==> src/rtl/player_motion_if.sv <==
// Button/tick inputs and sprite position outputs of the player motion controller.
interface player_motion_if #(
  parameter int unsigned W = 16
);
  logic         tick;
  logic         enable;
  logic         btn_jump;
  logic         btn_left;
  logic         btn_right;
  logic [W-1:0] x_player;
  logic [W-1:0] y_player;
  logic         airborne;
  logic         landed;

  modport master (
    output tick, enable, btn_jump, btn_left, btn_right,
    input  x_player, y_player, airborne, landed
  );

  modport slave (
    input  tick, enable, btn_jump, btn_left, btn_right,
    output x_player, y_player, airborne, landed
  );
endinterface

==> src/rtl/player_motion.sv <==
// Player sprite motion: clamped horizontal moves, gravity jump arcs and multi-jump,
// advanced once per game tick.
module player_motion #(
  parameter int unsigned W          = 16,
  parameter int unsigned X_INIT     = 200,
  parameter int unsigned X_MIN      = 0,
  parameter int unsigned X_MAX      = 600,
  parameter int unsigned X_STEP     = 1,
  parameter int unsigned Y_GROUND   = 400,
  parameter int unsigned Y_MIN      = 0,
  parameter int unsigned V_JUMP     = 12,
  parameter int unsigned V_FALL_MAX = 12,
  parameter int unsigned GRAV_TICKS = 8,
  parameter int unsigned MAX_JUMPS  = 2
) (
  input logic            clk,
  input logic            reset,
  player_motion_if.slave bus
);
  localparam int unsigned JW = $clog2(MAX_JUMPS + 1);
  localparam int unsigned GW = (GRAV_TICKS > 1) ? $clog2(GRAV_TICKS) : 1;
  localparam int VFallNegI = -int'(V_FALL_MAX);
  localparam logic signed [W-1:0] VFallNeg = W'(VFallNegI);
  localparam logic signed [W-1:0] VJump    = W'(V_JUMP);
  localparam logic signed [W-1:0] VOne     = W'(1);
  localparam logic signed [W:0]   YGroundS = (W+1)'(Y_GROUND);
  localparam logic signed [W:0]   YMinS    = (W+1)'(Y_MIN);

  typedef enum logic [1:0] {StIdle, StGround, StAir} state_e;

  state_e              state_q;
  logic [W-1:0]        x_q, y_q;
  logic signed [W-1:0] vy_q;
  logic [JW-1:0]       jumps_q;
  logic [GW-1:0]       grav_cnt_q;
  logic                pending_q, btn_q, airborne_q, landed_q;

  logic                rise, req;
  logic [W:0]          x_sum;
  logic [W-1:0]        x_mv;
  logic signed [W:0]   y_nx;
  logic                hit_ceiling, grav_wrap;
  logic signed [W-1:0] vy_base, vy_grav;

  assign rise = bus.btn_jump & ~btn_q;
  assign req  = pending_q | rise;

  assign x_sum = {1'b0, x_q} + (W+1)'(X_STEP);

  always_comb begin
    x_mv = x_q;
    if (bus.btn_right && !bus.btn_left) begin
      x_mv = (x_sum > (W+1)'(X_MAX)) ? W'(X_MAX) : x_sum[W-1:0];
    end else if (bus.btn_left && !bus.btn_right) begin
      x_mv = ({1'b0, x_q} < (W+1)'(X_MIN + X_STEP)) ? W'(X_MIN) : x_q - W'(X_STEP);
    end
  end

  // Positive vy is upward, so the screen y shrinks by vy.
  assign y_nx        = $signed({1'b0, y_q}) - $signed({vy_q[W-1], vy_q});
  assign hit_ceiling = y_nx < YMinS;
  assign vy_base     = hit_ceiling ? '0 : vy_q;
  assign grav_wrap   = grav_cnt_q == GW'(GRAV_TICKS - 1);

  always_comb begin
    vy_grav = vy_base;
    if (grav_wrap) begin
      vy_grav = (vy_base <= VFallNeg) ? VFallNeg : vy_base - VOne;
    end
  end

  always_ff @(posedge clk or posedge reset) begin
    if (reset) begin
      state_q    <= StIdle;
      x_q        <= W'(X_INIT);
      y_q        <= W'(Y_GROUND);
      vy_q       <= '0;
      jumps_q    <= '0;
      grav_cnt_q <= '0;
      pending_q  <= 1'b0;
      btn_q      <= 1'b0;
      airborne_q <= 1'b0;
      landed_q   <= 1'b0;
    end else begin
      btn_q    <= bus.btn_jump;
      landed_q <= 1'b0;
      if (!bus.enable) begin
        pending_q <= 1'b0;
      end else if (bus.tick) begin
        // Every processed tick consumes the request, accepted or not.
        pending_q <= 1'b0;
        if (state_q != StIdle) x_q <= x_mv;
        unique case (state_q)
          StIdle: begin
            if (req) state_q <= StGround;
          end
          StGround: begin
            if (req) begin
              vy_q       <= VJump;
              jumps_q    <= JW'(1);
              grav_cnt_q <= '0;
              state_q    <= StAir;
              airborne_q <= 1'b1;
            end
          end
          StAir: begin
            if (req && (jumps_q < JW'(MAX_JUMPS))) begin
              vy_q       <= VJump;
              jumps_q    <= jumps_q + JW'(1);
              grav_cnt_q <= '0;
            end else if (y_nx >= YGroundS) begin
              y_q        <= W'(Y_GROUND);
              vy_q       <= '0;
              jumps_q    <= '0;
              grav_cnt_q <= '0;
              state_q    <= StGround;
              airborne_q <= 1'b0;
              landed_q   <= 1'b1;
            end else begin
              y_q        <= hit_ceiling ? W'(Y_MIN) : y_nx[W-1:0];
              vy_q       <= vy_grav;
              grav_cnt_q <= grav_wrap ? '0 : grav_cnt_q + GW'(1);
            end
          end
          default: state_q <= StIdle;
        endcase
      end else if (rise) begin
        pending_q <= 1'b1;
      end
    end
  end

  assign bus.x_player = x_q;
  assign bus.y_player = y_q;
  assign bus.airborne = airborne_q;
  assign bus.landed   = landed_q;
endmodule

==> src/flat_wrapper.sv <==
// flat-port wrapper written by rule: the top's interface ports become plain ports
module player_motion_flat 
#(
  parameter int unsigned W          = 16,
  parameter int unsigned X_INIT     = 200,
  parameter int unsigned X_MIN      = 0,
  parameter int unsigned X_MAX      = 600,
  parameter int unsigned X_STEP     = 1,
  parameter int unsigned Y_GROUND   = 400,
  parameter int unsigned Y_MIN      = 0,
  parameter int unsigned V_JUMP     = 12,
  parameter int unsigned V_FALL_MAX = 12,
  parameter int unsigned GRAV_TICKS = 8,
  parameter int unsigned MAX_JUMPS  = 2
)
  (clk, reset, bus_tick, bus_enable, bus_btn_jump, bus_btn_left, bus_btn_right, bus_x_player, bus_y_player, bus_airborne, bus_landed);
  player_motion_if #(.W(W)) bus_i ();
  input logic clk;
  input logic reset;
  input wire logic [$bits(bus_i.tick)-1:0] bus_tick;
  input wire logic [$bits(bus_i.enable)-1:0] bus_enable;
  input wire logic [$bits(bus_i.btn_jump)-1:0] bus_btn_jump;
  input wire logic [$bits(bus_i.btn_left)-1:0] bus_btn_left;
  input wire logic [$bits(bus_i.btn_right)-1:0] bus_btn_right;
  output wire logic [$bits(bus_i.x_player)-1:0] bus_x_player;
  output wire logic [$bits(bus_i.y_player)-1:0] bus_y_player;
  output wire logic [$bits(bus_i.airborne)-1:0] bus_airborne;
  output wire logic [$bits(bus_i.landed)-1:0] bus_landed;
  assign bus_i.tick = bus_tick;
  assign bus_i.enable = bus_enable;
  assign bus_i.btn_jump = bus_btn_jump;
  assign bus_i.btn_left = bus_btn_left;
  assign bus_i.btn_right = bus_btn_right;
  assign bus_x_player = bus_i.x_player;
  assign bus_y_player = bus_i.y_player;
  assign bus_airborne = bus_i.airborne;
  assign bus_landed = bus_i.landed;
  player_motion #(.W(W), .X_INIT(X_INIT), .X_MIN(X_MIN), .X_MAX(X_MAX), .X_STEP(X_STEP), .Y_GROUND(Y_GROUND), .Y_MIN(Y_MIN), .V_JUMP(V_JUMP), .V_FALL_MAX(V_FALL_MAX), .GRAV_TICKS(GRAV_TICKS), .MAX_JUMPS(MAX_JUMPS)) u_core (.clk(clk), .reset(reset), .bus(bus_i));
endmodule
==> config.mk <==
export PLATFORM = sky130hd
export DESIGN_NAME = player_motion_flat
export DESIGN_NICKNAME = d
export VERILOG_FILES = /design/src/rtl/player_motion_if.sv /design/src/rtl/player_motion.sv /design/src/flat_wrapper.sv
export SDC_FILE = /design/constraint.sdc
export NUM_CORES = 1
export LEC_CHECK = 0
export CELL_PAD_IN_SITES_DETAIL_PLACEMENT = 1
export CELL_PAD_IN_SITES_GLOBAL_PLACEMENT = 1
export CORE_AREA = 2 2 103 105
export DETAILED_ROUTE_END_ITERATION = 6
export DIE_AREA = 0 0 105 107
export PLACE_DENSITY_LB_ADDON = 0.1
export SLEW_MARGIN = 25
export SYNTH_ARGS = -nofsm -noshare
export SYNTH_HDL_FRONTEND = slang
export SYNTH_SLANG_ARGS = --single-unit
==> constraint.sdc <==
create_clock -name clk -period 9.65 [get_ports clk]
set_input_delay 2.4125 -clock clk [delete_from_list [all_inputs] [get_ports clk]]
set_output_delay 2.4125 -clock clk [all_outputs]
set_load 0.005 [all_outputs]
# --- After elaboration in Yosys (flattened, before gate mapping) ---
# Cells that the tools add are included.
op_classes:
  n_lt_le_gt_ge: 6
  n_eq_ne: 9
  reduce_logical: 15
  n_bitwise: 4
  muxes: 38
  add_sub_neg: 6
ops:
  columns: ["operator", "count"]
  rows:
  - ["$mux W16", 12]
  - ["$pmux W16 S2", 1]
  - ["$add A16 B1 Y17 const B", 1]
  - ["$ge A17 B10 Y1 const B", 1]
  - ["$gt A17 B10 Y1 const B", 1]
  - ["$lt A17 B1 Y1 const B", 1]
  - ["$sub A17 B16 Y17", 1]
  - ["$le A16 B5 Y1 const B", 1]
  - ["$lt A16 B1 Y1 const B", 1]
  - ["$sub A16 B1 Y16 const B", 1]
  - ["$sub A16 B2 Y16 const B", 1]
  - ["$mux W2", 6]
  - ["$mux W3", 4]
  - ["$reduce_and A4 Y1", 3]
  - ["$reduce_and A6 Y1", 2]
  - ["$mux W1", 11]
  - ["$ne A2 B1 Y1 const B", 3]
  - ["$pmux W2 S3", 1]
  - ["$pmux W3 S2", 1]
  - ["$reduce_bool A2 Y1", 3]
  - ["$reduce_and A5 Y1", 1]
  - ["$pmux W2 S2", 1]
  - ["$add A3 B1 Y3 const B", 1]
  - ["$eq A3 B3 Y1 const B", 1]
  - ["14 further kinds", 18]
totals:
  register_bits: 59

# --- Logic depth before layout (Yosys ltp) ---
# Gate-level depths: netlist (run 1).
depth:
  depth_word: 9
  depth_mapped: 24

# --- Least setup slack after synthesis (run 1) ---
# Ideal clock, no wire load.
synth_path:
  path_type: "register -> register"
  start: "reg u_core.y_q[0] (netlist: u_core.bus.y_player[0])"
  end: "reg u_core.vy_q[12]"
  required_ns: 9.554
  setup_slack_ns: 5.328
  setup_ns: 0.096
  stages_incl_launch_ff: 25
  t_arrival_ns: 4.226
  cell_sequence: "dfrtp_1 inv_1 ha_1 inv_1 fa_1 a21o_1 and4_1 o211a_1 o21ai_0 o21ai_0 a21o_1 a21oi_1 ha_1 inv_1 clkbuf_1 nand2_1 ha_1 nand2_1 o21bai_1 o21bai_1 or2_2 nor2_1 a41oi_1 a21oi_1 o31ai_1"
synth_between:
  elab_chain_cells: 9
  elab_cells_between_ends: 11
  classes_between: "add/sub: 2; order compare: 3; mux: 6"
synth_lines:
  columns: ["item", "line_no", "source"]
  rows:
  - ["from (decl)", "player_motion.sv:32", "logic [W-1:0] x_q, y_q;"]
  - ["from (signal assigned)", "player_motion.sv:76", "y_q <= W'(Y_GROUND);"]
  - ["from (signal assigned)", "player_motion.sv:112", "y_q <= W'(Y_GROUND);"]
  - ["from (signal assigned)", "player_motion.sv:120", "y_q <= hit_ceiling ? W'(Y_MIN) : y_nx[W-1:0];"]
  - ["$sub A17 B16 Y17 (*)", "player_motion.sv:60", "assign y_nx = $signed({1'b0, y_q}) - $signed({vy_q[W-1], vy_q});"]
  - ["$lt A17 B1 Y1", "player_motion.sv:61", "assign hit_ceiling = y_nx < YMinS;"]
  - ["$mux W16", "player_motion.sv:62", "assign vy_base = hit_ceiling ? '0 : vy_q;"]
  - ["$sub A16 B2 Y16 / $le A16 B5 Y1 (equally long branches)", "player_motion.sv:68", "vy_grav = (vy_base <= VFallNeg) ? VFallNeg : vy_base - VOne;"]
  - ["$mux W16", "player_motion.sv:68", null]
  - ["$mux W16", "player_motion.sv:67", "if (grav_wrap) begin"]
  - ["$mux W16 (*)", "player_motion.sv:111", "end else if (y_nx >= YGroundS) begin"]
  - ["$mux W16 (*)", "player_motion.sv:107", "if (req && (jumps_q < JW'(MAX_JUMPS))) begin"]
  - ["$pmux W16 S2 (*)", "player_motion.sv:93", "unique case (state_q)"]
  - ["to (signal assigned)", "player_motion.sv:99", "vy_q <= VJump;"]
  - ["to (signal assigned)", "player_motion.sv:108", "vy_q <= VJump;"]
  - ["to (signal assigned)", "player_motion.sv:121", "vy_q <= vy_grav;"]
  - ["to (decl)", "player_motion.sv:33", "logic signed [W-1:0] vy_q;"]
# Every way passes the cells marked *; elsewhere a longest branch is shown, timed or not.
# A chain may end at the register's enable or synchronous reset.

# --- Worst setup path after layout (run 1) ---
# Same ends and word-level chain as after synthesis.

==> run metrics, run 1 <==
Design Area, Final=5296 um^2; Fin. Hold Viols=0; Post-synth top flop=dfrtp_1; Mapped Cells=572; Worst Path Required=9.85 ns; Tcrit/Tclk final=57.66%; worst r2r path cells=23; DR iter-0 viols=260; setup TNS=0 ns; Post-DP Area=5116 um^2; CTS tree=done; initial antenna violation count=0; DP Cell Count=724; cell family with most CP delay=compound AO/OA/AOI/OAI gates; DRT Wirelength=14490 um; Slew Viols, Final=0; Post-Syn Area=4607 um^2; post-CTS setup buffers=0; worst reg2reg path startpoint=u_core.bus.y_player[0]; syn_nets=607; global-route wire length before repair=24390 um; die height=107 um; I/O Pins=41; #FFs+latches synth=59; syn avg cell area=8.054 um^2; Ys Warns=0; Crit. End Element=register; Pre-antenna DRT Iters=4; CTS clk-pin slew, worst paths=0.07 ns; CP max stage cell=ha_1; commonest non-fill, non-tap cell in the layout=nand2_1; Worst Setup Start Kind=register; H-tree level count=3; vias in the first global route=4679; largest net degree at the start of global routing=60; Initial Utilization=45.65%; most frequent cells in the layout=69 x nand2_1, 53 x dfrtp_1, 52 x o21ai_0; WHS Path Cells=2; PostCTS Resize Cnt=0; Post-DRT Antenna Nets=0; Pwr per Cell Area=184.1 nW/um^2; Port Buf Inserts=40; Finished Layout Cells=740; slew margin rel.=36.59%; share of layout cells above drive strength 1=7.285%; Max stage delay on crit path=0.66 ns; Final setup viols=0; die area=11240 um^2; Setup crit start=u_core.bus.y_player[0]; Yosys top cell area share=28.79%; min Tclk post-route=5.564 ns; nets=634; met3 wire len=371 um; top sig layer=met4; Longest Clk Path Bufs=2; DIE WIDTH=105 um; peak supply drop=0.09501 mV; Max Cap Viol=0; WL met1=7136 um; vias per cell=6.207; area of the core=10090 um^2; Crit Path Class=register to register; grt ovf=0; Synth area leaders=dfrtp_1 29%, ha_1 7.3%, o21ai_0 5.8%; WL per Instance=19.58 um; Total GRT Usage=27.01%; number of synthesized flops with an enable pin=0; latest clock arrival within the worst-skew pair=0.36 ns; maximum clock rate=0.1797 GHz; met2 wire length=6770 um; sequential fraction of the synthesis area=32.21%; RSZ-0062 raised after global routing=no; Netlist cell types=69; placer congestion estimate=0.8832; worst path bufs/invs=3; Async S/R FF share, synth=100.0%; Worst Max-Slew Pin Slew=0.9511 ns; clock skew=0.01365 ns; TritonCTS Buffers=9; leakage=2.156 nW; Critical Path, Cell by Cell=inv_1 -> ha_1 -> inv_1 -> fa_1 -> a21o_1 -> and4_1 -> o211a_1 -> o21ai_0 -> o21ai_0 -> a21o_1 -> a21oi_1 -> ha_1 -> inv_1 -> nand2_1 -> ha_1 -> nand2_1 -> o21bai_1 -> o21bai_1 -> or2_2 -> nor2_1 -> a41oi_1 -> a21oi_1 -> o31ai_1; WP depth=23; hold buffer count at CTS=0; Hold Crit Class=register to register; Post-DP HPWL=10680 um; CP max FO=25; Num Clock Sinks=59; Worst EP arrival=5.76 ns; routed via count=4593; Hold Startpoint=u_core.bus.y_player[4]; status=finished, final reports clean; Yosys top cell by area=dfrtp_1; # diodes=0; CTS root buf=clkbuf_8; Layout area overhead=14.96%; Rows=37; # DRC=0
cells by family (layout without fill, tap and decap cells):
kind of cell / after synthesis / in the layout / synth area share [%]
muxes: 2 / 2 / 0.4617
buffers and inverters: 65 / 97 / 5.486
adders and majority gates: 28 / 28 / 7.767
DFF: 59 / 59 / 32.21
xor gates and xnor gates: 10 / 10 / 1.901
AOI/OAI and AO/OA: 213 / 213 / 30.99
and+or+nand+nor: 195 / 195 / 21.18
per-stage QoR:
stage / power, mW / utilization [%] / setup slack (ns) / hold slack, ns
floorplan: 0.6209 / - / 5.328 / 0.4534
global placement: 0.7357 / 50.69 / 4.391 / 0.4608
detailed placement: 0.7540 / 50.69 / 4.150 / 0.4693
CTS: 0.9731 / 52.48 / 4.123 / 0.4789
global route: 1.040 / 52.48 / 3.668 / 0.5127
finish: 0.9753 / 52.48 / 4.086 / 0.4754
worst paths after layout:
| check | to | slack, ns |
|---|---|---|
| setup / recovery | u_core.vy_q[12] | 4.09 |
| setup reg to reg | u_core.vy_q[12] | 4.09 |
| min in group asynchronous | u_core.bus.x_player[10] | 2.61 |
| hold / removal | u_core.bus.y_player[4] | 0.48 |
| hold reg to reg | u_core.bus.y_player[4] | 0.48 |
| max in group asynchronous | u_core.vy_q[13] | 6.52 |
power by group:
part	internal, mW	switching (mW)	leakage, nW
sequential	0.284	0.0593	0.764
combinational	0.160	0.254	1.30
clock	0.106	0.111	0.0884
metal layers:
layer | track usage (%) | up-vias
met4 | 7.524 | 0
met5 | 0 | -
met1 | 38.05 | 2313
met2 | 43.14 | 80
met3 | 4.195 | 15
li1 | - | 2185
synthesized netlist by cell type, types with 3 or more instances:
master and number:
xnor2_1 6, nand3_1 12, ha_1 27, or2_2 3, a41oi_1 7, nor3_1 14, dfrtp_1 53, nand2b_1 4
nor2_1 36, o2111ai_1 4, o41ai_2 3, o31a_1 3, nor3b_1 3, a22o_1 4, a221oi_1 4, o21bai_1 6
o31ai_1 12, nand2_1 69, a211o_1 3, and3_1 8, nor4b_1 3, and4_1 3, a211oi_1 4, a32oi_1 3
a21o_1 7, o22ai_1 3, o21ai_0 53, clkbuf_1 29, dfstp_2 6, or3_1 7, nand4_1 8, a31oi_1 9
o211ai_1 10, or4_1 4, o32ai_1 3, nor4_1 5, o211a_1 3, and2_1 8, a2111oi_0 3, o21a_1 5
inv_1 34, xor2_1 4, a21oi_1 48
worst min-delay path, cell delays in order (launching register included):
cell and delay (ns):
dfstp_2 0.38, nand2_1 0.05, nand2_1 0.04
area by class of cell:
class | instances | area [um^2]
Tap cell | 136 | 170.2
Clock inverter | 4 | 25.02
Fill cell | 1283 | 4796
Timing Repair Buffer | 47 | 452.9
Sequential cell | 59 | 1484
Multi-Input combinational cell | 448 | 2882
Clock buffer | 12 | 155.1
Inverter | 34 | 127.6
flip-flops by register name, indices dropped and copies added, names as in the netlist:
| name | flops |
|---|---|
| u_core.bus.x_player | 16 |
| u_core.bus.y_player | 16 |
| u_core.vy_q | 16 |
| u_core.grav_cnt_q | 3 |
| u_core.jumps_q | 2 |
| u_core.state_q | 2 |
| u_core.btn_q | 1 |
| u_core.bus.airborne | 1 |
| u_core.bus.landed | 1 |
| u_core.pending_q | 1 |
(Power assumes the default switching activity.)
==> run 2: changes to the inputs <==
Settings changed: CORE_AREA 2 2 103 105 to 2 2 106 108, DIE_AREA 0 0 105 107 to 0 0 108 110.
Clock period 9.65 ns to 5.62 ns, I/O delays scaled along.
==> run metrics, run 2 (same netlist as run 1, synthesis figures left out) <==
Crit Path Class=register to register; grt ovf=0; Sequential Power Share=34.5%; register area=1484 um^2; Port Buf Inserts=40; area of the core=10700 um^2; CTS tree=done; vias per cell=6.109; Worst Path Required=5.89 ns; Hold Crit Class=register to register; commonest non-fill, non-tap cell in the layout=nand2_1; Tot Pwr=1.694 mW; nets=636; NetSw=711.8 uW; Finished Layout Cells=746; Max Cap Viol=0; Total GRT Usage=25.51%; Post-DP Area=5140 um^2; Post-DRT Antenna Nets=0; Finished Core Util=49.81%; Hold Slack=0.4846 ns; CP max FO=11; worst reg2reg path startpoint=u_core.bus.y_player[0]; status=finished, final reports clean; Pwr per Cell Area=317.9 nW/um^2; routed via count=4557; maximum clock rate=0.2121 GHz; Layout area overhead=15.67%; Worst EP arrival=4.98 ns; fillcell total=1324; DP Cell Count=730; DIE WIDTH=108 um; WHS Path Cells=2; Sw Ratio=42.02%; Critical Path, Cell by Cell=inv_1 -> ha_1 -> inv_1 -> fa_1 -> a21o_1 -> and4_1 -> o211a_1 -> o21ai_0 -> o21ai_0 -> a21o_1 -> a21oi_1 -> ha_1 -> inv_1 -> nand2_1 -> ha_1 -> nand2_1 -> o21bai_1 -> o21bai_1 -> or2_2 -> nor2_1 -> a41oi_1 -> a21oi_1 -> o31ai_1; Initial Utilization=43.06%; RSZ-0062 raised after global routing=no; Setup crit start=u_core.bus.y_player[0]; PostCTS Resize Cnt=0; clock skew=0.009321 ns; # diodes=0; peak supply drop=0.1343 mV; TritonCTS Buffers=9; Comb power frac=41.9%; I/O Pins=41; latest clock arrival within the worst-skew pair=0.36 ns; Clk pwr share=23.6%; Post-DP HPWL=10260 um; min Tclk post-route=4.714 ns; Rows=38; DR iter-0 viols=224; cell family with most CP delay=compound AO/OA/AOI/OAI gates; post-CTS setup buffers=0; Pre-antenna DRT Iters=4; flop-to-flop setup slack=0.91 ns; Final setup viols=0; Hold Startpoint=u_core.bus.y_player[4]; Crit. End Element=register; # DRC=0; worst path bufs/invs=3; Max stage delay on crit path=0.40 ns; vias in the first global route=4629; setup TNS=0 ns; most frequent cells in the layout=69 x nand2_1, 53 x dfrtp_1, 52 x o21ai_0; internal power=982.1 uW; Worst Max-Slew Pin Slew=0.9951 ns; CTS clk-pin slew, worst paths=0.07 ns; WL per Instance=18.98 um; post-place setup slack=0.9723 ns; placer congestion estimate=0.8858; DRT Wirelength=14160 um; Design Area, Final=5329 um^2; share of layout cells above drive strength 1=7.426%; CTS root buf=clkbuf_8; r2r endpoint=u_core.vy_q[12]; Fin. Hold Viols=0; die height=110 um; Tcrit/Tclk final=83.88%; H-tree level count=3; global-route wire length before repair=23760 um; setup ws final=0.9057 ns; WHS Endpoint=u_core.bus.y_player[4]; Slew Viols, Final=0; slew margin rel.=33.66%; CP max stage cell=fa_1; leakage=2.176 nW; initial antenna violation count=0; hold buffer count at CTS=0; Longest Clk Path Bufs=2; die area=11880 um^2; Num Clock Sinks=59; worst r2r path cells=23; largest net degree at the start of global routing=32; Multi-input gate area=2885 um^2; Worst Setup Start Kind=register
run 2: cell count changes in the layout (fill, tap and decap cells not counted):
cell,delta
clkbuf_8,-1
clkinvlp_4,-2
o21ai_1,-1
bufinv_16,+1
buf_4,+2
o21ai_2,+1
clkbuf_1,+2
run 2: power groups by stage:
stage               registers (mW)  logic [mW]  clock network [mW]
floorplan                    0.548       0.518                   0
detailed placement           0.592       0.704                   0
global route                 0.599       0.793               0.428
CTS                          0.584       0.710               0.406
global placement             0.587       0.689                   0
finish                       0.585       0.709               0.400
run 2: worst max-delay path by stage:
stage	cells after the start	endpoint	slack, ns
detailed placement	23	u_core.vy_q[12]	0.97
global placement	20	u_core.state_q[0]	1.10
finish	23	u_core.vy_q[12]	0.91
global route	23	u_core.vy_q[12]	0.42
CTS	23	u_core.vy_q[12]	0.91
floorplan	24	u_core.vy_q[12]	1.30
run 2: worst register-to-register path, delay by kind of cell, from the launching register on:
kind / cells / cell delay, ns
AOI/OAI and AO/OA: 11 / 2.08
adders and majority gates: 4 / 1.03
and+or+nand+nor: 5 / 0.76
DFF: 1 / 0.39
buffers and inverters: 3 / 0.38
run 2: area by class of cell:
type	instances	share of cell area [%]
timing repair buffer	49	8.781
clock buffer	13	2.794
tap	140	3.287
sequential	59	27.85
clock inverter	3	0.7514
multi-input combinational	448	54.14
inverter	34	2.395
run 2: routing by layer:
| layer | up-vias | global-route usage, % | share of wire, % |
|---|---|---|---|
| met5 | - | 0 | 0 |
| li1 | 2198 | - | - |
| met2 | 65 | 46.32 | 52 |
| met1 | 2274 | 31.03 | 44 |
| met3 | 20 | 2.528 | 1.9 |
| met4 | 0 | 10.44 | 2.2 |
==> run 3: changes to the inputs <==
Clock period 5.62 ns to 4.7 ns, I/O delays scaled along.
==> run metrics, run 3 (same netlist as run 1, synthesis figures left out) <==
status=finished, final reports clean; Slew Viols, Final=0; DR iter-0 viols=263; Clk pwr share=23.9%; Post-DP HPWL=10550 um; peak supply drop=0.1727 mV; Post-DRT Antenna Nets=0; vias per cell=6.206; Final setup viols=0; Hold Crit Class=register to register; most frequent cells in the layout=68 x nand2_1, 53 x dfrtp_1, 50 x o21ai_0; share of layout cells above drive strength 1=10.28%; Total GRT Usage=25.81%; Comb power frac=42.7%; routed via count=4673; clock skew=0.01000 ns; Num Clock Sinks=59; Crit. End Element=register; die area=11880 um^2; die height=110 um; NetSw=887.3 uW; # diodes=0; largest net degree at the start of global routing=32; leakage=2.224 nW; nets=643; placer congestion estimate=0.9366; Tcrit/Tclk final=95.89%; Rows=38; H-tree level count=3; setup TNS=0 ns; Sequential Power Share=33.4%; min Tclk post-route=4.507 ns; DRT Wirelength=14650 um; Crit Path Class=register to register; hold buffer count at CTS=0; Worst Setup Start Kind=register; I/O Pins=41; grt ovf=0; Tot Pwr=2.098 mW; DIE WIDTH=108 um; CP max FO=5; Worst Path Required=4.95 ns; Pre-antenna DRT Iters=4; slew margin rel.=44.78%; CTS tree=done; # DRC=0; Longest Clk Path Bufs=2; Port Buf Inserts=40; global-route wire length before repair=23870 um; initial antenna violation count=0; WL per Instance=19.46 um; Worst EP arrival=4.76 ns; TritonCTS Buffers=9; Layout area overhead=18.22%; vias in the first global route=4784; internal power=1.211 mW; maximum clock rate=0.2219 GHz; CTS root buf=clkbuf_8; Worst Max-Slew Pin Slew=0.8227 ns; CTS clk-pin slew, worst paths=0.07 ns; Fin. Hold Viols=0; Pwr per Cell Area=385.3 nW/um^2; area of the core=10700 um^2; Initial Utilization=43.06%; latest clock arrival within the worst-skew pair=0.37 ns; Sw Ratio=42.29%; commonest non-fill, non-tap cell in the layout=nand2_1; Max Cap Viol=0
==> run 3: cell count changes in the layout (fill, tap and decap cells not counted), sizes merged <==
cell and delta:
clkinv +1, clkbuf -1, buf +7
==> run 3: critical path, stage by stage, from the launching register on <==
cell and delay, ns:
dfrtp_1 0.39, inv_1 0.07, ha_1 0.16, inv_1 0.06, fa_2 0.36, a21o_1 0.18
and4_1 0.24, o211a_1 0.28, o21ai_2 0.18, o21ai_0 0.10, a21o_1 0.19, a21oi_1 0.17
ha_1 0.31, a211o_1 0.25, nor3_2 0.21, o2111ai_2 0.22, nor4_4 0.28, buf_4 0.17
buf_4 0.14, a2111oi_0 0.13, o31a_1 0.30
==> run 3: metal layers <==
metal | GRT usage (%) | wire (um)
met3 | 3.292 | 418
met2 | 46.27 | 7369
met4 | 12.82 | 575
met5 | 0 | 0
met1 | 30.51 | 6290
==> run 3: what timing repair did <==
item,4_1_cts,5_1_grt
setup buffers,0,2
pin swaps,0,5
setup endpoints to repair,2,24
gates resized for setup,1,15
==> run 3: worst paths after layout <==
kind | endpoint | depth (start not counted) | slack (ns) | from
worst max-delay path | u_core.state_q[0] | 20 | 0.19 | u_core.bus.y_player[0]
worst min register to register | u_core.bus.y_player[4] | 2 | 0.46 | u_core.bus.y_player[4]
worst max register to register | u_core.state_q[0] | 20 | 0.19 | u_core.bus.y_player[0]
worst min-delay path | u_core.bus.y_player[4] | 2 | 0.46 | u_core.bus.y_player[4]
max in group asynchronous | u_core.bus.y_player[4] | 3 | 2.56 | reset
min in group asynchronous | u_core.bus.x_player[8] | 2 | 1.23 | reset
==> run 3: layout make-up <==
class                           instances  area (um^2)
Multi-Input combinational cell        448         2932
Tap cell                              140        175.2
Timing Repair Buffer                   56        524.3
Clock inverter                          4        48.80
Fill cell                            1295         5251
Sequential cell                        59         1484
Inverter                               34        127.6
Clock buffer                           12        155.1
==> run 3: power by group through the flow <==
stage               registers, mW  clock network, mW  logic, mW
global placement            0.701                  0      0.841
detailed placement          0.706                  0      0.860
CTS                         0.696              0.512      0.866
global route                0.716              0.530      0.994
floorplan                   0.655                  0      0.619
finish                      0.701              0.501      0.897
==> run 3: through the flow <==
step	hold slack [ns]	instances	worst slack, ns	utilization (%)	area (um^2)
CTS	0.4668	751	0.02037	50.27	5378
finish	0.4643	753	0.1931	50.91	5446
detailed placement	0.4565	735	0.003776	48.36	5174
floorplan	0.4534	572	0.3779	-	4607
global route	0.4979	753	-0.06513	50.91	5446
global placement	0.4534	735	0.2573	48.36	5174
